**config.mk**
```make
export PLATFORM = sky130hd
export DESIGN_NAME = micro_sequencer_flat
export DESIGN_NICKNAME = d
export VERILOG_FILES = /design/src/rtl/mpp_pkg.sv /design/src/rtl/micro_sequencer_if.sv /design/src/rtl/useq_stack.sv /design/src/rtl/micro_sequencer.sv /design/src/flat_wrapper.sv
export SDC_FILE = /design/constraint.sdc
export NUM_CORES = 1
export LEC_CHECK = 0
export CELL_PAD_IN_SITES_DETAIL_PLACEMENT = 0
export CELL_PAD_IN_SITES_GLOBAL_PLACEMENT = 1
export CORE_ASPECT_RATIO = 0.8
export CORE_MARGIN = 2
export CORE_UTILIZATION = 37
export CTS_BUF_LIST = sky130_fd_sc_hd__clkbuf_4
export CTS_CLUSTER_SIZE = 14
export DETAILED_ROUTE_END_ITERATION = 12
export PLACE_DENSITY_LB_ADDON = 0.1
export SLEW_MARGIN = 40
export SYNTH_ARGS = -nofsm -noshare
export SYNTH_HDL_FRONTEND = slang
export SYNTH_HIERARCHICAL = 1
export SYNTH_SLANG_ARGS = --single-unit
```
**constraint.sdc**
```tcl
create_clock -name clk -period 6.6 [get_ports clk]
set_clock_uncertainty 0.1 [all_clocks]
set_input_delay 1.98 -clock clk [delete_from_list [all_inputs] [get_ports clk]]
set_output_delay 1.98 -clock clk [all_outputs]
set_load 0.1 [all_outputs]
```
**src/rtl/mpp_pkg.sv**
```systemverilog
// Shared types and constants for the MPP microprogram sequencer.
// Control-store bank A packs seq op, branch target and the top control bits.
package mpp_pkg;

    localparam int CTRL_W = 28;
    localparam int UPC_W  = 8;
    localparam int CS_W   = 20;

    localparam int CS_OP_LSB   = 16;
    localparam int CS_TGT_LSB  = 8;
    localparam int CS_CTRL_LSB = 0;

    typedef enum logic [2:0] {
        S_RESET,
        S_FETCH,
        S_DECODE,
        S_EXEC,
        S_HALT
    } seq_state_t;

    typedef logic [3:0] seq_op_t;

    localparam seq_op_t OP_NEXT  = 4'd0;
    localparam seq_op_t OP_JUMP  = 4'd1;
    localparam seq_op_t OP_BRZ   = 4'd2;
    localparam seq_op_t OP_BRC   = 4'd3;
    localparam seq_op_t OP_CALL  = 4'd4;
    localparam seq_op_t OP_RET   = 4'd5;
    localparam seq_op_t OP_WAIT  = 4'd6;
    localparam seq_op_t OP_FETCH = 4'd7;
    localparam seq_op_t OP_HALT  = 4'd15;

endpackage

```
**src/rtl/micro_sequencer_if.sv**
```systemverilog
// Bus bundle between the micro-sequencer and its instruction source, RAMs and datapath.
interface micro_sequencer_if;
    import mpp_pkg::*;

    logic [7:0]        instruction;
    logic              instr_valid;
    logic              instr_req;
    logic              dec_en;
    logic [3:0]        dec_addr;
    logic [7:0]        dec_data;
    logic              cs_en;
    logic [UPC_W-1:0]  cs_addr;
    logic [CS_W-1:0]   cs_a_data;
    logic [CS_W-1:0]   cs_b_data;
    logic              flag_z;
    logic              flag_c;
    logic              ext_ready;
    logic [CTRL_W-1:0] ctrl_signals;
    logic              ctrl_valid;
    logic [UPC_W-1:0]  upc;
    logic              halted;
    logic              err;

    modport master (
        input  instruction, instr_valid, dec_data, cs_a_data, cs_b_data,
               flag_z, flag_c, ext_ready,
        output instr_req, dec_en, dec_addr, cs_en, cs_addr,
               ctrl_signals, ctrl_valid, upc, halted, err
    );

    modport slave (
        output instruction, instr_valid, dec_data, cs_a_data, cs_b_data,
               flag_z, flag_c, ext_ready,
        input  instr_req, dec_en, dec_addr, cs_en, cs_addr,
               ctrl_signals, ctrl_valid, upc, halted, err
    );

endinterface

```
**src/rtl/useq_stack.sv**
```systemverilog
// Micro-return LIFO; top always shows the most recent entry so RET can jump the same cycle.
module useq_stack #(
    parameter int DEPTH = 4,
    parameter int WIDTH = 8
) (
    input  logic             clk,
    input  logic             rst,
    input  logic             push,
    input  logic             pop,
    input  logic [WIDTH-1:0] din,
    output logic [WIDTH-1:0] top,
    output logic             full,
    output logic             empty
);

    localparam int PW = (DEPTH > 1) ? $clog2(DEPTH) : 1;
    localparam logic [PW:0] FULL_COUNT = (PW+1)'(DEPTH);

    logic [WIDTH-1:0] mem [DEPTH];
    logic [PW:0]      count;
    logic [PW-1:0]    top_idx;

    assign top_idx = count[PW-1:0] - PW'(1);
    assign full    = (count == FULL_COUNT);
    assign empty   = (count == '0);
    assign top     = mem[top_idx];

    // DEPTH is a power of two, so the low pointer bits wrap exactly onto the array.
    always_ff @(posedge clk) begin
        if (rst) begin
            count <= '0;
        end else if (push && !full) begin
            mem[count[PW-1:0]] <= din;
            count              <= count + (PW+1)'(1);
        end else if (pop && !empty) begin
            count <= count - (PW+1)'(1);
        end
    end

endmodule

```
**src/rtl/micro_sequencer.sv**
```systemverilog
// Microprogram sequencer: fetch, decode-RAM lookup, then step the micro-PC through the control store.
// state    | meaning
// S_RESET  | one quiet cycle after reset
// S_FETCH  | waiting for an instruction, decode RAM read on accept
// S_DECODE | entry address arrives, first control-store read issued
// S_EXEC   | one control word per cycle, next address from seq op
// S_HALT   | stopped until reset
module micro_sequencer
    import mpp_pkg::*;
#(
    parameter int STACK_DEPTH = 4
) (
    input  logic              clk,
    input  logic              rst,
    micro_sequencer_if.master bus
);

    seq_state_t       state;
    logic [UPC_W-1:0] upc_q;
    logic             err_q;

    seq_op_t          op;
    logic [UPC_W-1:0] target;
    logic [UPC_W-1:0] upc_inc;
    logic [UPC_W-1:0] next_upc;
    logic [UPC_W-1:0] stack_top;
    logic             stay_exec;
    logic             fault;
    logic             word_ready;
    logic             push;
    logic             pop;
    logic             stack_full;
    logic             stack_empty;
    logic             in_exec;
    logic             run;

    assign run     = !rst;
    assign in_exec = (state == S_EXEC);
    assign op      = bus.cs_a_data[CS_OP_LSB +: 4];
    assign target  = bus.cs_a_data[CS_TGT_LSB +: UPC_W];
    assign upc_inc = upc_q + UPC_W'(1);

    always_comb begin
        next_upc   = upc_inc;
        stay_exec  = 1'b1;
        fault      = 1'b0;
        word_ready = 1'b1;
        push       = 1'b0;
        pop        = 1'b0;
        case (op)
            OP_NEXT: ;
            OP_JUMP: next_upc = target;
            OP_BRZ:  if (bus.flag_z) next_upc = target;
            OP_BRC:  if (bus.flag_c) next_upc = target;
            OP_CALL: begin
                if (stack_full) begin
                    fault = 1'b1;
                end else begin
                    push     = 1'b1;
                    next_upc = target;
                end
            end
            OP_RET: begin
                if (stack_empty) begin
                    fault = 1'b1;
                end else begin
                    pop      = 1'b1;
                    next_upc = stack_top;
                end
            end
            OP_WAIT: begin
                if (!bus.ext_ready) begin
                    next_upc   = upc_q;
                    word_ready = 1'b0;
                end
            end
            OP_FETCH, OP_HALT: stay_exec = 1'b0;
            default: fault = 1'b1;
        endcase
        if (fault) stay_exec = 1'b0;
    end

    useq_stack #(
        .DEPTH (STACK_DEPTH),
        .WIDTH (UPC_W)
    ) u_stack (
        .clk   (clk),
        .rst   (rst),
        .push  (in_exec && push),
        .pop   (in_exec && pop),
        .din   (upc_inc),
        .top   (stack_top),
        .full  (stack_full),
        .empty (stack_empty)
    );

    always_ff @(posedge clk) begin
        if (rst) begin
            state <= S_RESET;
            upc_q <= '0;
            err_q <= 1'b0;
        end else begin
            case (state)
                S_RESET: state <= S_FETCH;
                S_FETCH: if (bus.instr_valid) state <= S_DECODE;
                S_DECODE: begin
                    upc_q <= bus.dec_data;
                    state <= S_EXEC;
                end
                S_EXEC: begin
                    if (fault) begin
                        err_q <= 1'b1;
                        state <= S_HALT;
                    end else if (stay_exec) begin
                        upc_q <= next_upc;
                    end else if (op == OP_HALT) begin
                        state <= S_HALT;
                    end else begin
                        state <= S_FETCH;
                    end
                end
                S_HALT: state <= S_HALT;
                default: state <= S_RESET;
            endcase
        end
    end

    // Every output is forced low while rst is high so an aborted word never commits.
    assign bus.instr_req    = run && (state == S_FETCH);
    assign bus.dec_en       = run && (state == S_FETCH) && bus.instr_valid;
    assign bus.dec_addr     = bus.dec_en ? bus.instruction[7:4] : 4'd0;
    assign bus.cs_en        = run && ((state == S_DECODE) || in_exec);
    assign bus.cs_addr      = !run                ? '0 :
                              (state == S_DECODE) ? bus.dec_data :
                              in_exec             ? next_upc : '0;
    assign bus.ctrl_signals = (run && in_exec) ?
                              {bus.cs_a_data[CS_CTRL_LSB +: CTRL_W-CS_W], bus.cs_b_data} : '0;
    assign bus.ctrl_valid   = run && in_exec && word_ready;
    assign bus.upc          = run ? upc_q : '0;
    assign bus.halted       = run && (state == S_HALT);
    assign bus.err          = run && err_q;

endmodule

```
**src/flat_wrapper.sv**
```systemverilog
// flat-port wrapper written by rule: the top's interface ports become plain ports
module micro_sequencer_flat import mpp_pkg::*;
#(
    parameter int STACK_DEPTH = 4
)
  (clk, rst, bus_instruction, bus_instr_valid, bus_dec_data, bus_cs_a_data, bus_cs_b_data, bus_flag_z, bus_flag_c, bus_ext_ready, bus_instr_req, bus_dec_en, bus_dec_addr, bus_cs_en, bus_cs_addr, bus_ctrl_signals, bus_ctrl_valid, bus_upc, bus_halted, bus_err);
  micro_sequencer_if bus_i ();
  input  logic clk;
  input  logic rst;
  input wire logic [$bits(bus_i.instruction)-1:0] bus_instruction;
  input wire logic [$bits(bus_i.instr_valid)-1:0] bus_instr_valid;
  input wire logic [$bits(bus_i.dec_data)-1:0] bus_dec_data;
  input wire logic [$bits(bus_i.cs_a_data)-1:0] bus_cs_a_data;
  input wire logic [$bits(bus_i.cs_b_data)-1:0] bus_cs_b_data;
  input wire logic [$bits(bus_i.flag_z)-1:0] bus_flag_z;
  input wire logic [$bits(bus_i.flag_c)-1:0] bus_flag_c;
  input wire logic [$bits(bus_i.ext_ready)-1:0] bus_ext_ready;
  output wire logic [$bits(bus_i.instr_req)-1:0] bus_instr_req;
  output wire logic [$bits(bus_i.dec_en)-1:0] bus_dec_en;
  output wire logic [$bits(bus_i.dec_addr)-1:0] bus_dec_addr;
  output wire logic [$bits(bus_i.cs_en)-1:0] bus_cs_en;
  output wire logic [$bits(bus_i.cs_addr)-1:0] bus_cs_addr;
  output wire logic [$bits(bus_i.ctrl_signals)-1:0] bus_ctrl_signals;
  output wire logic [$bits(bus_i.ctrl_valid)-1:0] bus_ctrl_valid;
  output wire logic [$bits(bus_i.upc)-1:0] bus_upc;
  output wire logic [$bits(bus_i.halted)-1:0] bus_halted;
  output wire logic [$bits(bus_i.err)-1:0] bus_err;
  assign bus_i.instruction = bus_instruction;
  assign bus_i.instr_valid = bus_instr_valid;
  assign bus_i.dec_data = bus_dec_data;
  assign bus_i.cs_a_data = bus_cs_a_data;
  assign bus_i.cs_b_data = bus_cs_b_data;
  assign bus_i.flag_z = bus_flag_z;
  assign bus_i.flag_c = bus_flag_c;
  assign bus_i.ext_ready = bus_ext_ready;
  assign bus_instr_req = bus_i.instr_req;
  assign bus_dec_en = bus_i.dec_en;
  assign bus_dec_addr = bus_i.dec_addr;
  assign bus_cs_en = bus_i.cs_en;
  assign bus_cs_addr = bus_i.cs_addr;
  assign bus_ctrl_signals = bus_i.ctrl_signals;
  assign bus_ctrl_valid = bus_i.ctrl_valid;
  assign bus_upc = bus_i.upc;
  assign bus_halted = bus_i.halted;
  assign bus_err = bus_i.err;
  micro_sequencer #(.STACK_DEPTH(STACK_DEPTH)) u_core (.clk(clk), .rst(rst), .bus(bus_i));
endmodule
```
==> results.md, run 1 <==
- Origin of the worst setup path: bus_cs_a_data[16]
- CTS buffer count: 5
- Most frequent cell after synthesis: and2_1
- Final ANT Viol Nets: 0
- Cell Rows: 29
- Core region area: 7910 um2
- Buf/Inv on CP: 3
- Setup TNS Final: 0 ps
- Die height: 84.8 um
- Yosys top cell area share: 0.318
- Core Util, Final: 0.607
- R2R Setup Slk: 3350 ps
- IO buf count: 111
- Layout cell share with drive strength beyond 1: 0.256
- CTS tree: yes
- FF-to-FF Start: u_core/state[1]$_SDFFE_PP0P_
- Crit path max-delay family: buffers and inverters
- Slowest-stage cell, CP: clkdlybuf4s50_1
- Root Buffer: clkbuf_4
- Worst vdd ir: 0.0904 mV
- Synth area leaders: edfxtp_1, dfxtp_1, and2_1, mux4_2, nor2_1
- Top FF cell, synth: edfxtp_1
- Wirelength, routed: ~8500 um
- Nets: 470
- Slew headroom: 0.535
- Worst setup EP type: output pin
- Setup violators final: 0
- Worst Path Required: 4520 ps
- Clock Latency Late Sink: 360 ps
- Crit-path max cell delay: 580 ps
- Starting Density: 0.382
- Register area share after synthesis: 0.417
- Max Buffers Root-to-Sink: 2
- Synth cell count leaders: and2_1, edfxtp_1, nor2_1, dfxtp_1, nor2b_1
- Max frequency: 159 MHz
- H-Tree Depth: 2
- Register Area: 1260 um2
- HP Class: reg -> reg
- Die W: 105 um
- Worst-path clk slew: 150 ps
- Initial antenna violation count: 0
- Ports: 116
- Number of flops mapped to enable cells by yosys: 32
- Die area: 8910 um2
- Post-DP HPWL: 6740 um
- GRT Total Usage: 0.192
- Seq cells post-synth: 47
- Synthesis Warnings: 6
- Post-cts resize count: 0
- Layout area overhead: 58.8%
- Worst-Margin Slew: 693 ps
- Post-CTS Setup Inserts: 0
- Tmin final: about 6300 ps
- Largest net degree at the start of global routing: 30
- Pre-antenna DRT Iters: 4
- Arr. time, crit path: 4230 ps
- Net Count, Synth: 358
- Status: finished, final reports clean
- Leak Pwr: 1.75 nW
- Hold_sp: u_core/u_stack/count[2]$_SDFFE_PP0P_
- Synth Instances: ~290
- WHS Endpoint: u_core/u_stack/count[2]$_SDFFE_PP0P_
- DRT iter0 DRCs: ~150
- Power Density: 137 nW/um2
- Total power: 0.000658 W
- DRC viols: 0
- Via count: roughly 2600
- # Max-Cap Violations: 0
- Grt ovf: 0
- Crit path launch type: input pin
- FF-to-FF path depth: 8
- Synth cell types: 61
- # diodes: 0
- Worst setup path class: in -> out
- Vias in the first global route: 2491
- Fin. Hold Viols: 0
- Post-cts hold buffer count: 0
- Crit Reg-Reg Endpoint: u_core/u_stack/count[2]$_SDFFE_PP0P_
- RSZ-0062 raised after global routing: false
- Final period util: 0.956
- Clk sink count: 47
- Syn_area_per_cell: roughly 10 um2
- Fin. max-slew vios: 0
- Crit-path cells: clkdlybuf4s50_1 > buf_4 > o311ai_1 > or3_1 > a221o_1 > a22o_1 > buf_12
- Dominant cell type by area after synthesis: edfxtp_1
- Multi-input logic area: 1670 um2
- Post-synth ARST share: 0
- First-pass GRT wire length: ~13000 um
- Gpl congestion: 0.837
- Vias per cell: 5.14
- Fillers: ~680
- WL/cell: 16.6 um
- Crit Path Max Fanout: 13
- Hold Path Depth: 1
- Mapped cell area: 3020 um2
[worst max-delay path by stage]
| stage | to | slack (ps) | cells past startpoint |
|---|---|---|---|
| after floorplan | bus_cs_addr[6] | 20 | 6 |
| after global placement | bus_cs_addr[0] | 300 | 7 |
| after detailed placement | bus_cs_addr[0] | 290 | 7 |
| after CTS | bus_cs_addr[0] | 290 | 7 |
| after global routing | bus_cs_addr[0] | 170 | 7 |
| final | bus_cs_addr[0] | 290 | 7 |
[power by group]
part	switching [W]	total [W]	internal, W
Clock	0.000104	0.000150	0.0000457
Sequential	0.00000915	0.000329	0.000320
Combinational	0.000102	0.000179	0.0000770
Total	0.000215	0.000658	0.000443
[worst reg2reg max path, delay by kind of cell, from the launching register on]
kind | cells | cell delay, ps
simple gates | 4 | 1470
flops | 1 | 590
compound gates | 3 | 590
fa+ha+maj | 1 | 430
[cells by family after synthesis]
kind of cell,Yosys count,synth area share
AO/OA/AOI/OAI,66,0.177
XOR/XNOR,6,0.0174
adder cells (fa/ha/maj),7,0.0315
buffers and inverters,26,0.0418
flip-flops,47,0.417
multiplexers,10,0.0683
AND/OR/NAND/NOR,127,0.246
[registers in the layout, summed over array words and instances, names as in the netlist]
signal	flops
u_core/u_stack/mem	32
u_core/err_q	1
u_core/state	3
u_core/u_stack/count	3
u_core/upc_q	8
[cells in the final DEF, fill, tap and decap left out, types with 7 or more instances in the layout]
cell type         n
clkdlybuf4s50_1  57
buf_12           46
and2_1           35
edfxtp_1         32
nor2_1           29
buf_4            19
dfxtp_1          15
nor2b_1          13
nand2_1          11
nor3_1            8
inv_1             8
mux4_2            8
a21oi_1           7
[final cells by class]
class                           instances  share of cell area
Timing Repair Buffer                  122               0.341
Tap cell                              108              0.0282
Sequential cell                        47               0.263
Clock buffer                            5             0.00782
Clock inverter                          3             0.00574
Multi-Input combinational cell        216               0.348
Inverter                                9             0.00704
[stage by stage]
step / cells / hold WS, ps / instance area, um2 / setup WS, ps
3_3_place_gp: 502 / 449 / 4730 / 298
5_1_grt: 510 / 531 / 4800 / 165
2_1_floorplan: 289 / 409 / 3060 / 22.0
3_5_place_dp: 502 / 462 / 4730 / 292
4_1_cts: 510 / 482 / 4800 / 287
6_report: 510 / 481 / 4800 / 293
[routing by layer]
metal | share of wire | track usage | up-vias
li1 | - | - | 1296
met1 | 0.45 | 0.277 | 1267
met2 | 0.48 | 0.308 | 58
met3 | 0.062 | 0.0338 | 2
met4 | 0.0039 | 0.0327 | 0
met5 | 0 | 0 | -
No activity file was read; power rests on OpenSTA's default activity.
==> run 2, diff against run 1 <==
--- a/config.mk
+++ b/config.mk
@@ -11,7 +11,6 @@
 export CORE_MARGIN = 2
 export CORE_UTILIZATION = 37
 export CTS_BUF_LIST = sky130_fd_sc_hd__clkbuf_4
-export CTS_CLUSTER_SIZE = 14
 export DETAILED_ROUTE_END_ITERATION = 12
 export PLACE_DENSITY_LB_ADDON = 0.1
 export SLEW_MARGIN = 40
==> results of run 2 <==
No change in the layout: final DEF, timing and power equal those of run 1.
==> run 3, diff against run 2 <==
--- a/config.mk
+++ b/config.mk
@@ -9,12 +9,11 @@
 export CELL_PAD_IN_SITES_GLOBAL_PLACEMENT = 1
 export CORE_ASPECT_RATIO = 0.8
 export CORE_MARGIN = 2
-export CORE_UTILIZATION = 37
+export CORE_UTILIZATION = 36
 export CTS_BUF_LIST = sky130_fd_sc_hd__clkbuf_4
 export DETAILED_ROUTE_END_ITERATION = 12
 export PLACE_DENSITY_LB_ADDON = 0.1
 export SLEW_MARGIN = 40
 export SYNTH_ARGS = -nofsm -noshare
 export SYNTH_HDL_FRONTEND = slang
-export SYNTH_HIERARCHICAL = 1
 export SYNTH_SLANG_ARGS = --single-unit
==> results.md, run 3 <==
- Worst vdd ir: 0.0900 mV (-0.39%)
- Syn_area_per_cell: 10.1 um2 (-3.4%)
- Switching part of the total power: 0.291 (-0.0360)
- Cell Rows: 29 (unchanged)
- CTS tree: yes
- Largest register FFs: 32 (unchanged)
- Starting Density: 0.367 (-0.0148)
- IO buf count: 111 (unchanged)
- Leak Pwr: 1.79 nW (+2.4%)
- First-pass GRT wire length: 13600 um (+0.67%)
- Post-DP HPWL: 6540 um (-3.0%)
- Number of flops mapped to enable cells by yosys: 32 (unchanged)
- Post-cts resize count: 0 (unchanged)
- Worst setup EP type: output pin
- Met1 usage: 0.281 (+0.00343)
- # Max-Cap Violations: 0 (unchanged)
- Vias in the first global route: 2576 (+3.4%)
- Final ANT Viol Nets: 0 (unchanged)
- Seq cells post-synth: 47 (unchanged)
- Min Hold Slack: 505 ps (+23.5 ps)
- HP Class: reg -> reg
- Commonest non-fill, non-tap cell in the layout: clkdlybuf4s50_1
- Synth cell types: 53 (-13%)
- Initial antenna violation count: 0 (unchanged)
- Wirelength, routed: 8240 um (-2.8%)
- Via count: 2635 (+0.46%)
- Leading cell types in the layout, fill and taps excluded: clkdlybuf4s50_1, buf_12, edfxtp_1
- Fin cells: 510 (unchanged)
- Nets: 469 (-0.21%)
- Largest net degree at the start of global routing: 34 (+13%)
- WL/cell: 16.1 um (-2.8%)
- # diodes: 0 (unchanged)
- Final WS setup: 88.4 ps (-204 ps)
- CTS buffer count: 5 (unchanged)
- Gpl congestion: 0.777 (-7.2%)
- Setup WS pre-CTS: 99.5 ps (-192 ps)
- Arr. time, crit path: 4430 ps (+200 ps)
- Dominant cell type by area after synthesis: edfxtp_1
- Post-CTS Setup Inserts: 0 (unchanged)
- Die area: 8730 um2 (-2.0%)
- R2R Setup Slk: 3880 ps (+530 ps)
- FF-to-FF Start: u_core.u_stack.count[1]$_SDFFE_PP0P_
- Worst setup path class: in -> out
- Top FF cell, synth: edfxtp_1
- GRT Total Usage: 0.196 (+0.00400)
- Layout cell share with drive strength beyond 1: 0.249 (-0.00746)
- Slowest-stage cell, CP: or4_1
- Met2 usage: 0.311 (+0.00345)
- Mapped cell area: 2880 um2 (-4.8%)
- Synth cell count leaders: edfxtp_1, and2_1, nor2_1, nand2_1, dfxtp_1
- Post-synth ARST share: 0 (unchanged)
- Met3 usage: 0.0414 (+0.00758)
- Slew headroom: 0.500 (-0.0356)
- Max Buffers Root-to-Sink: 2 (unchanged)
- Cells after DPL: 502 (unchanged)
- Core region area: 7840 um2 (-0.92%)
- RSZ-0062 raised after global routing: false
- Fin. Hold Viols: 0 (unchanged)
- Max frequency: 154 MHz (-3.1%)
- Setup TNS Final: 0 ps (unchanged)
- Crit path launch type: input pin
- DRT iter0 DRCs: 173 (+17%)
- Sequential Power Share: 0.450 (-0.051)
- Root Buffer: clkbuf_4
- Hold Path Depth: 2 (+1)
- Post-cts hold buffer count: 0 (unchanged)
- Die height: 84.0 um (-1.0%)
- Final period util: 0.987 (+0.0310)
- Core Util, Final: 0.599 (-0.00731)
- Clock Latency Late Sink: 360 ps (about the same)
- Power Density: 156 nW/um2 (+14%)
- Status: finished, final reports clean
- Pre-antenna DRT Iters: 4 (unchanged)
- Layout area overhead: 63.2%
- Clk sink count: 47 (unchanged)
- Psw: 0.000213 W (-1.0%)
- Crit Reg-Reg Endpoint: u_core.upc_q[0]$_SDFFE_PP0P_
- Fin. max-slew vios: 0 (unchanged)
- WHS Endpoint: u_core.err_q$_SDFFE_PP0P_
- Vias per cell: 5.17 (+0.46%)
- Pint: 0.000519 W (+17%)
- Die W: 104 um (-1.0%)
- Yosys top cell area share: 0.334 (+0.0159)
- FF-to-FF path depth: 8 (unchanged)
- Hold_sp: u_core.err_q$_SDFFE_PP0P_
- DRC viols: 0 (unchanged)
- Most frequent cell after synthesis: edfxtp_1
- Synthesis Warnings: 0 (-6)
- Crit-path cells: clkdlybuf4s50_1 > mux2i_1 > and3_1 > or4_1 > mux2_4 > a221oi_2 > o21ai_1 > buf_12
- Setup violators final: 0 (unchanged)
- Clock group share of total power: 0.299 (+0.072)
- Worst-Margin Slew: 745 ps (+52.1 ps)
- Comb pwr share: 0.251 (-0.021)
- Most Crowded Layer GR: met2
- Synth area leaders: edfxtp_1, dfxtp_1, and2_1, mux4_2, nor2_1
- Register area share after synthesis: 0.438 (+0.0209)
- H-Tree Depth: 2 (unchanged)
- Synth Instances: 285 (-1.4%)
- Ports: 116 (unchanged)
- Tmin final: 6510 ps (+204 ps)
- Crit-path max cell delay: 640 ps (+60 ps)
- Grt ovf: 0 (unchanged)
- Worst Path Required: 4520 ps (about the same)
- Crit Path Max Fanout: 6 (-7)
- Worst-path clk slew: 150 ps (about the same)
- Net Count, Synth: 353 (-1.4%)
[run 3: changes by cell type in the layout (fill, tap and decap cells not counted), sizes merged, moves of 5 or more]
cell    before  now
nand2       11   21
and3         4   12
and2        35   29
nand3        3    8
nor2        29   22
a221oi       0    5
[run 3: logic make-up (layout without fill, tap and decap cells)]
logic type               count (synthesis)  after routing  share of synthesized area
AO/OA/AOI/OAI                           67             67                      0.162
adder cells (fa/ha/maj)                  6              6                     0.0287
AND/OR/NAND/NOR                        120            120                      0.230
buffers and inverters                   24            141                     0.0343
flip-flops                              47             47                      0.438
XOR/XNOR                                 8              8                     0.0243
multiplexers                            13             13                     0.0826
[run 3: through the flow]
stage	total power, W	area (um2)
finish	0.000732	4700
global placement	0.000517	4580
detailed placement	0.000520	4590
floorplan	0.000439	2890
CTS	0.000736	4700
global route	0.000760	4700
[run 3: worst max path at each step]
stage          slack [ps]              start  cells after the start             end
2_1_floorplan           7  bus_cs_a_data[17]                      7  bus_cs_addr[3]
5_1_grt                 4  bus_cs_a_data[16]                      8  bus_cs_addr[0]
4_1_cts                80  bus_cs_a_data[16]                      8  bus_cs_addr[0]
3_5_place_dp          100  bus_cs_a_data[16]                      8  bus_cs_addr[0]
6_report               90  bus_cs_a_data[16]                      8  bus_cs_addr[0]
3_3_place_gp          100  bus_cs_a_data[16]                      8  bus_cs_addr[0]
[run 3: power by group through the flow]
| stage | sequential [W] | clock [W] | combinational [W] |
|---|---|---|---|
| 3_3_place_gp | 0.000335 | 0 | 0.000182 |
| 5_1_grt | 0.000330 | 0.000235 | 0.000195 |
| 2_1_floorplan | 0.000331 | 0 | 0.000107 |
| 3_5_place_dp | 0.000335 | 0 | 0.000184 |
| 4_1_cts | 0.000329 | 0.000222 | 0.000185 |
| 6_report | 0.000329 | 0.000219 | 0.000184 |
[run 3: per-layer routing]
metal,vias up,share of wire
li1,1290,-
met3,6,0.082
met1,1242,0.45
met4,0,0.0066
met2,97,0.46
met5,-,0
[run 3: critical path: cells and delay by family]
kind	cells	cell delay (ps)
mux	2	410
buf+inv	2	790
compound gates	2	430
simple gates	2	820
[run 3: final cells by class]
type                    instances  area, um2
well taps                     108        135
clock buffers                   5       37.5
flip-flops and latches         47       1260
repair buffers                125       1620
inverters                       8       30.0
clock inverters                 3       71.3
multi-input cells             214       1540
fillers                       694       3140
